===== config.mk =====
export PLATFORM = sky130hd
export DESIGN_NAME = pixie_dp_front_end_flat
export DESIGN_NICKNAME = d
export VERILOG_FILES = /design/src/rtl/pixie_dp_if.sv /design/src/rtl/pixie_dp_front_end.sv /design/src/flat_wrapper.sv
export SDC_FILE = /design/constraint.sdc
export NUM_CORES = 1
export LEC_CHECK = 0
export CORE_UTILIZATION = 49
export DETAILED_ROUTE_END_ITERATION = 8
export PLACE_DENSITY_LB_ADDON = 0.25
export SLEW_MARGIN = 20
export SYNTH_ARGS = -nofsm -noshare
export SYNTH_HDL_FRONTEND = slang
export SYNTH_SLANG_ARGS = --single-unit

===== constraint.sdc =====
create_clock -name clk -period 2.8 [get_ports clk]
set_input_delay 0.42 -clock clk [delete_from_list [all_inputs] [get_ports clk]]
set_output_delay 0.42 -clock clk [all_outputs]
set_load 0.03 [all_outputs]

===== src/rtl/pixie_dp_if.sv =====
// CPU-side bus of the dual-port Pixie front end: machine-cycle strobes, DMA handshake,
// CPU flags and the framebuffer write port.
interface pixie_dp_if;
    localparam int unsigned DATA_W = 8;
    localparam int unsigned ADDR_W = 10;
    localparam int unsigned LINE_W = 9;

    logic              clk_enable;
    logic              disp_on;
    logic              disp_off;
    logic              dma_ack;
    logic [DATA_W-1:0] data_in;
    logic              dmao;
    logic              int_n;
    logic              efx;
    logic              fb_wen;
    logic [ADDR_W-1:0] fb_addr;
    logic [DATA_W-1:0] fb_data;
    logic [LINE_W-1:0] line;

    modport master (
        output clk_enable, disp_on, disp_off, dma_ack, data_in,
        input  dmao, int_n, efx, fb_wen, fb_addr, fb_data, line
    );

    modport slave (
        input  clk_enable, disp_on, disp_off, dma_ack, data_in,
        output dmao, int_n, efx, fb_wen, fb_addr, fb_data, line
    );
endinterface


===== src/rtl/pixie_dp_front_end.sv =====
// CPU-side half of the dual-port CDP1861 display: line/frame timing in machine cycles,
// DMA-out request, interrupt, EF flag and framebuffer byte writes.
module pixie_dp_front_end #(
    parameter int unsigned CYCLES_PER_LINE = 14,
    parameter int unsigned LINES_PER_FRAME = 262,
    parameter int unsigned ACTIVE_START    = 80,
    parameter int unsigned ACTIVE_LINES    = 128,
    parameter int unsigned BYTES_PER_LINE  = 8,
    parameter int unsigned INT_LEAD        = 2,
    parameter int unsigned EFX_LEAD        = 4
) (
    input  logic        clk,
    input  logic        reset,
    pixie_dp_if.slave   bus
);
    localparam int unsigned MC_W       = 4;
    localparam int unsigned LINE_W     = 9;
    localparam int unsigned ROW_W      = 7;
    localparam int unsigned BYTE_W     = 3;
    localparam int unsigned ACTIVE_END = ACTIVE_START + ACTIVE_LINES;

    logic [MC_W-1:0]   mc;
    logic [LINE_W-1:0] line_q;
    logic [BYTE_W:0]   byte_q;
    logic              enabled;
    logic              line_en;

    logic              mc_last;
    logic              line_last;
    logic              wrap;
    logic              active;
    logic              int_win;
    logic              efx_win;
    logic              dma_win;
    logic              en_next;
    logic              wr_ok;
    logic [ROW_W-1:0]  row;

    // Decode of the current position and the per-clk write decision
    always_comb begin
        mc_last   = (mc == MC_W'(CYCLES_PER_LINE - 1));
        line_last = (line_q == LINE_W'(LINES_PER_FRAME - 1));
        wrap      = bus.clk_enable && mc_last;
        active    = (line_q >= LINE_W'(ACTIVE_START)) && (line_q < LINE_W'(ACTIVE_END));
        row       = ROW_W'(line_q - LINE_W'(ACTIVE_START));
        int_win   = (line_q >= LINE_W'(ACTIVE_START - INT_LEAD)) &&
                    (line_q <  LINE_W'(ACTIVE_START));
        efx_win   = ((line_q >= LINE_W'(ACTIVE_START - EFX_LEAD)) &&
                     (line_q <  LINE_W'(ACTIVE_START))) ||
                    ((line_q >= LINE_W'(ACTIVE_END - EFX_LEAD)) &&
                     (line_q <  LINE_W'(ACTIVE_END)));
        dma_win   = (mc < MC_W'(BYTES_PER_LINE));
        // disp_off has priority over a coincident disp_on
        en_next   = bus.disp_off ? 1'b0 : (bus.disp_on ? 1'b1 : enabled);
        wr_ok     = bus.dma_ack && line_en && active && !byte_q[BYTE_W];
    end

    always_ff @(posedge clk or posedge reset) begin
        if (reset) begin
            mc          <= '0;
            line_q      <= '0;
            byte_q      <= '0;
            enabled     <= 1'b0;
            line_en     <= 1'b0;
            bus.dmao    <= 1'b0;
            bus.int_n   <= 1'b1;
            bus.efx     <= 1'b0;
            bus.fb_wen  <= 1'b0;
            bus.fb_addr <= '0;
            bus.fb_data <= '0;
        end else begin
            enabled <= en_next;

            if (bus.clk_enable) begin
                mc <= mc_last ? '0 : mc + MC_W'(1);
                if (mc_last) begin
                    line_q <= line_last ? '0 : line_q + LINE_W'(1);
                end
            end

            bus.fb_wen <= wr_ok;
            if (wr_ok) begin
                bus.fb_addr <= {row, byte_q[BYTE_W-1:0]};
                bus.fb_data <= bus.data_in;
                byte_q      <= byte_q + (BYTE_W+1)'(1);
            end

            // Line boundary: latch the display enable and restart the byte index
            if (wrap) begin
                byte_q  <= '0;
                line_en <= enabled;
            end

            bus.dmao  <= line_en && active && dma_win;
            bus.int_n <= !(en_next && int_win);
            bus.efx   <= efx_win;
        end
    end

    assign bus.line = line_q;
endmodule


===== src/flat_wrapper.sv =====
// flat-port wrapper written by rule: the top's interface ports become plain ports
module pixie_dp_front_end_flat 
#(
    parameter int unsigned CYCLES_PER_LINE = 14,
    parameter int unsigned LINES_PER_FRAME = 262,
    parameter int unsigned ACTIVE_START    = 80,
    parameter int unsigned ACTIVE_LINES    = 128,
    parameter int unsigned BYTES_PER_LINE  = 8,
    parameter int unsigned INT_LEAD        = 2,
    parameter int unsigned EFX_LEAD        = 4
)
  (clk, reset, bus_clk_enable, bus_disp_on, bus_disp_off, bus_dma_ack, bus_data_in, bus_dmao, bus_int_n, bus_efx, bus_fb_wen, bus_fb_addr, bus_fb_data, bus_line);
  pixie_dp_if bus_i ();
  input  logic clk;
  input  logic reset;
  input wire logic [$bits(bus_i.clk_enable)-1:0] bus_clk_enable;
  input wire logic [$bits(bus_i.disp_on)-1:0] bus_disp_on;
  input wire logic [$bits(bus_i.disp_off)-1:0] bus_disp_off;
  input wire logic [$bits(bus_i.dma_ack)-1:0] bus_dma_ack;
  input wire logic [$bits(bus_i.data_in)-1:0] bus_data_in;
  output wire logic [$bits(bus_i.dmao)-1:0] bus_dmao;
  output wire logic [$bits(bus_i.int_n)-1:0] bus_int_n;
  output wire logic [$bits(bus_i.efx)-1:0] bus_efx;
  output wire logic [$bits(bus_i.fb_wen)-1:0] bus_fb_wen;
  output wire logic [$bits(bus_i.fb_addr)-1:0] bus_fb_addr;
  output wire logic [$bits(bus_i.fb_data)-1:0] bus_fb_data;
  output wire logic [$bits(bus_i.line)-1:0] bus_line;
  assign bus_i.clk_enable = bus_clk_enable;
  assign bus_i.disp_on = bus_disp_on;
  assign bus_i.disp_off = bus_disp_off;
  assign bus_i.dma_ack = bus_dma_ack;
  assign bus_i.data_in = bus_data_in;
  assign bus_dmao = bus_i.dmao;
  assign bus_int_n = bus_i.int_n;
  assign bus_efx = bus_i.efx;
  assign bus_fb_wen = bus_i.fb_wen;
  assign bus_fb_addr = bus_i.fb_addr;
  assign bus_fb_data = bus_i.fb_data;
  assign bus_line = bus_i.line;
  pixie_dp_front_end #(.CYCLES_PER_LINE(CYCLES_PER_LINE), .LINES_PER_FRAME(LINES_PER_FRAME), .ACTIVE_START(ACTIVE_START), .ACTIVE_LINES(ACTIVE_LINES), .BYTES_PER_LINE(BYTES_PER_LINE), .INT_LEAD(INT_LEAD), .EFX_LEAD(EFX_LEAD)) u_core (.clk(clk), .reset(reset), .bus(bus_i));
endmodule

After elaboration in Yosys (flattened, before gate mapping)
Cells that the tools add are included.

Output and inout bits: 31. Bits in writable memories: 0. Latch bits: 0. Register bits: 41. Memories kept: 0. Memory bits (read-only): 0.

Multiplexer cells: 6. Order comparisons: 7. Multiply operators: 0. Bitwise logic cells: 0. Equal/unequal tests: 2. Shifts and indexed selects: 0. Add/subtract/negate cells: 4. Reduce and logical (&&, ||, !) cells: 16. Divide/modulo/power cells: 0.

Operators by type and width (count): $ge 9x7->1 const B (3); $mux 4 (3); $logic_and 1x1->1 (11); $add 9x1->9 const B (1); $eq 9x9->1 const B (1); $ge 9x8->1 const B (1); $lt 9x7->1 const B (1); $lt 9x8->1 const B (1); $mux 9 (1); $add 4x1->4 const B (2); $sub 7x7->7 const B (1); $eq 4x4->1 const B (1); $lt 4x4->1 const B (1); $logic_not 1->1 (2); $mux 1 (2); $reduce_and 2->1 (1); $reduce_bool 2->1 (1); $logic_or 1x1->1 (1).

Depth between registers and ports, before layout
Depth in word-level cells: 6. Depth in mapped cells: 7. Mapped depth without buffers: 6.

Least setup slack after synthesis
OpenSTA, ideal clock, no wires.

Kind: register -> register. From: reg u_core.line_q[5], in the netlist u_core.bus.line[5]. To: reg u_core.bus.fb_addr[0]. Data arrival time: 2198 ps. Period minus slack after synthesis: 2323 ps. Buffers on the path: 1. Library setup time: 125 ps. Stages on the path, launching flop included: 8. Path slack: 477 ps. Path through: dfrtp_1 > inv_1 > ha_1 > nor4b_2 > a2111oi_4 > nor2_4 > buf_12 > mux2_4.

Longest elaborated chain between the ends: 4. Elaborated cells on any way between the ends: 5. Classes of those cells: order compare: 2; reduce/logical: 3.

Ends and longest elaborated chain: start, declared (RTL line pixie_dp_front_end.sv:23) `logic [LINE_W-1:0] line_q;`; start signal, assigned (RTL line pixie_dp_front_end.sv:77) `line_q <= line_last ? '0 : line_q + LINE_W'(1);`; $ge 9x7->1 / $lt 9x8->1 (equally long branches) (RTL line pixie_dp_front_end.sv:44) `active = (line_q >= LINE_W'(ACTIVE_START)) && (line_q < LINE_W'(ACTIVE_END));`; $logic_and 1x1->1 * (RTL line pixie_dp_front_end.sv:44); $logic_and 1x1->1 * (2 in series) (RTL line pixie_dp_front_end.sv:55) `wr_ok = bus.dma_ack && line_en && active && !byte_q[BYTE_W];`; net u_core.wr_ok (RTL line pixie_dp_front_end.sv:36) `logic wr_ok;`; end signal, assigned (RTL line pixie_dp_front_end.sv:83) `bus.fb_addr <= {row, byte_q[BYTE_W-1:0]};`; end, declared (RTL line pixie_dp_if.sv:28) `output dmao, int_n, efx, fb_wen, fb_addr, fb_data, line`.

Mark *: on every way through the listed nets, which the timed path passes. The rest lies on a longest branch. A chain may end at the register's enable or synchronous reset.

Final worst setup path
From: reg u_core.line_q[5], in the netlist u_core.bus.line[5]. To: reg u_core.bus.fb_data[3].

Longest elaborated chain between the ends: 4. Elaborated cells on any way between the ends: 5. Classes of those cells: order compare: 2; reduce/logical: 3.

Ends and longest elaborated chain: $ge 9x7->1 / $lt 9x8->1 (equally long branches) (RTL line pixie_dp_front_end.sv:44); $logic_and 1x1->1 * (RTL line pixie_dp_front_end.sv:44); $logic_and 1x1->1 * (2 in series) (RTL line pixie_dp_front_end.sv:55); end signal, assigned (RTL line pixie_dp_front_end.sv:84) `bus.fb_data <= bus.data_in;`; end, declared (RTL line pixie_dp_if.sv:28).

Every way passes the cells marked *; elsewhere a longest branch is shown, timed or not.

==> impl_metrics.tcl <==
set metrics [dict create \
    worst_pin_slew_ns 0.642 \
    synth_top_family_by_area "simple AND/OR/NAND/NOR gates" \
    syn_area_per_cell_um2 12.5 \
    die_h_um 64.8 \
    areaGrowthSynthToFinish_pct 29.1 \
    crit_required_ns 2.98 \
    synthAdderAreaFrac 0.0453 \
    finClkSkew_ns 0.00643 \
    fillers 313 \
    grt-busiest-layer "met2" \
    async_flop_share 1.00 \
    antenna_left 0 \
    clk_pin_slew_ns 0.08 \
    hold_violations 0 \
    ys_top_cells_by_count "40 x dfrtp_1, 12 x nand2_1, 10 x nor2_1" \
    drv_cap 0 \
    design_area_um2 2490 \
    synth_simple_gate_area_frac 0.142 \
    hpwl_um 2700 \
    cts_tree "yes" \
    drc 0 \
    synth-edff-count 0 \
    port_buffers 44 \
    vias 1330 \
    coreArea_um2 3720 \
    synth-compound-area-share 0.0732 \
    grt.overflow.total 0 \
    clock.fmax_ghz 0.423 \
    use_met3 0.0581 \
    ff_latch_area_um2 1030 \
    cts_buffer_depth 2 \
    synth_fp_nets 176 \
    critPathLaunchType "register" \
    synth_area_leaders "dfrtp_1 52%, mux2_4 6.2%, mux2_2 5.2%" \
    clock-sinks 41 \
    synth.most_common_cell "dfrtp_1" \
    hp-class "reg -> reg" \
    syn_inst 155 \
    placed_area_um2 2370 \
    relSlewSlack 0.571 \
    crit_path_top_delay_cell "nor2_4" \
    cts_buffers 5 \
    viasPerCell 5.36 \
    cts-root-buf "clkbuf_8" \
    setup_tns_ns 0 \
    grt_pass1_vias 1369 \
    critPathArrivalTime_ns 2.55 \
    yosysTopAreaCell "dfrtp_1" \
    worstSetupPathType "reg -> reg" \
    final_max_slew_viol_count 0 \
    routed_wirelength_um 3890 \
    cpPeakStageDelay_ns 0.56 \
    grtUsageTotal 0.214 \
    yosys.cell_types.count 41 \
    initial_core_util 0.520 \
    yosysWarningCount 0 \
    grtUsageMet2 0.341 \
    pre_cts_ws_ns 0.390 \
    path_max_fanout 19 \
    drt_iter0_drc 72 \
    setup_viol 0 \
    ioPinCount 45 \
    antenna_found_initial 0 \
    grt_max_degree 42 \
    fin_crit_ns 2.36 \
    rows 22 \
    drt-wirelength-per-cell_um 15.7 \
    yosysSeqAreaShare 0.532 \
    clk_latency_ns 0.30 \
    ys.flop_type "dfrtp_1" \
    worstPathCellList "inv_1, ha_1, nor4b_2, a2111oi_4, nor2_4, mux2_2" \
    grt_setup_unrepaired "no" \
    gp_congestion 0.777 \
    cts-hold-fix-buffers 0 \
    ir_drop_mv 0.538 \
    grtUsageMet1 0.260 \
    status "complete, no violations" \
    finalWorstSetupSlack_ns 0.435 \
    worst_setup_path_end_kind "register" \
    drive_gt1_frac 0.160 \
    synthXorXnorAreaFrac 0.0317 \
    final_util 0.671 \
    nNetsFinal 220 \
    post-route-period-util 0.845 \
    timing.hold.ws_ns 0.500 \
    multi_input_area_um2 817 \
    syn-cell-area_um2 1930 \
    synth_top_area_share 0.518 \
    pwr_density_cell_nw_per_um2 970 \
    htree_num_levels 2 \
    p_leak_uw 0.00107 \
    cts_resized 0 \
    antenna_cells 0 \
    die_w_um 64.8 \
    grt_pass1_wl_um 6490 \
    synthMuxAreaShare 0.130 \
    firstDrtPassIters 4 \
    synth_seq_cells 41 \
    dieArea_um2 4200 \
    postCtsSetupBuffers 0 \
]
-- state kept, by name, indices dropped and copies added (netlist names) --
signal / flops
u_core.bus.efx: 1
u_core.bus.int_n: 1
u_core.bus.fb_wen: 1
u_core.bus.fb_data: 8
u_core.bus.fb_addr: 10
u_core.bus.line: 9
u_core.enabled: 1
u_core.bus.dmao: 1
u_core.line_en: 1
u_core.byte_q: 4
u_core.mc: 4
-- kinds of logic after synthesis --
logic type,after synthesis
simple gates,47
flops,41
xor+xnor,7
fa+ha+maj,7
compound gates,19
buf+inv,14
mux,20
-- worst paths after layout --
check,start,end,slack [ns],depth (start not counted)
worst max-delay path,u_core.bus.line[5]$_DFFE_PP0P_,u_core.bus.fb_data[3]$_DFFE_PP0P_,0.44,6
worst min-delay path,u_core.byte_q[3]$_DFFE_PP0P_,u_core.byte_q[3]$_DFFE_PP0P_,0.50,2
worst max register to register,u_core.bus.line[5]$_DFFE_PP0P_,u_core.bus.fb_data[3]$_DFFE_PP0P_,0.44,6
worst min register to register,u_core.byte_q[3]$_DFFE_PP0P_,u_core.byte_q[3]$_DFFE_PP0P_,0.50,2
max in group asynchronous,reset,u_core.bus.int_n$_DFF_PP1_,1.88,3
min in group asynchronous,reset,u_core.bus.fb_data[7]$_DFFE_PP0P_,0.55,3
-- metal layers --
metal	vias up	routed length, um
li1	627	-
met1	664	1700
met2	31	1940
met3	8	158
met4	0	93
met5	-	0
-- layout make-up --
cell class              instances  share of cell area
inverters                       6             0.00903
repair buffers                 45               0.180
clock inverters                 2              0.0150
multi-input cells             100               0.327
flip-flops and latches         41               0.412
well taps                      48              0.0241
clock buffers                   6              0.0331
-- power breakdown --
part	switching (uW)	internal, uW
Sequential	187	783
Combinational	495	460
Clock	207	290
Total	888	1530
-- critical path, delay by kind of cell, from the launching register on --
kind	cells	cell delay [ns]
adders and majority gates	1	0.16
AOI/OAI and AO/OA	1	0.18
muxes	1	0.42
and+or+nand+nor	2	0.87
buffers and inverters	1	0.15
DFF	1	0.47
-- through the flow --
step	instances	total power, uW
floorplan	155	1590
global placement	240	1900
detailed placement	240	1940
CTS	248	2440
global route	248	2540
finish	248	2420
-- layout by cell type, fill, tap and decap left out, types with 2 or more instances in the layout --
| cell type | Yosys | routed |
|---|---|---|
| a21oi_1 | 2 | 2 |
| clkbuf_8 | 0 | 6 |
| clkdlybuf4s50_1 | 0 | 44 |
| dfrtp_1 | 40 | 40 |
| ha_1 | 7 | 7 |
| inv_1 | 6 | 6 |
| mux2_2 | 9 | 9 |
| mux2_4 | 8 | 8 |
| mux2i_1 | 3 | 3 |
| nand2_1 | 12 | 12 |
| nand3_1 | 4 | 4 |
| nand4_1 | 4 | 4 |
| nor2_1 | 10 | 10 |
| nor3_1 | 2 | 2 |
| nor4b_2 | 2 | 2 |
| o21ai_0 | 7 | 7 |
| o31ai_1 | 3 | 3 |
| or3_1 | 2 | 2 |
| xnor2_1 | 6 | 6 |
Power figures use the tool's default switching activity.
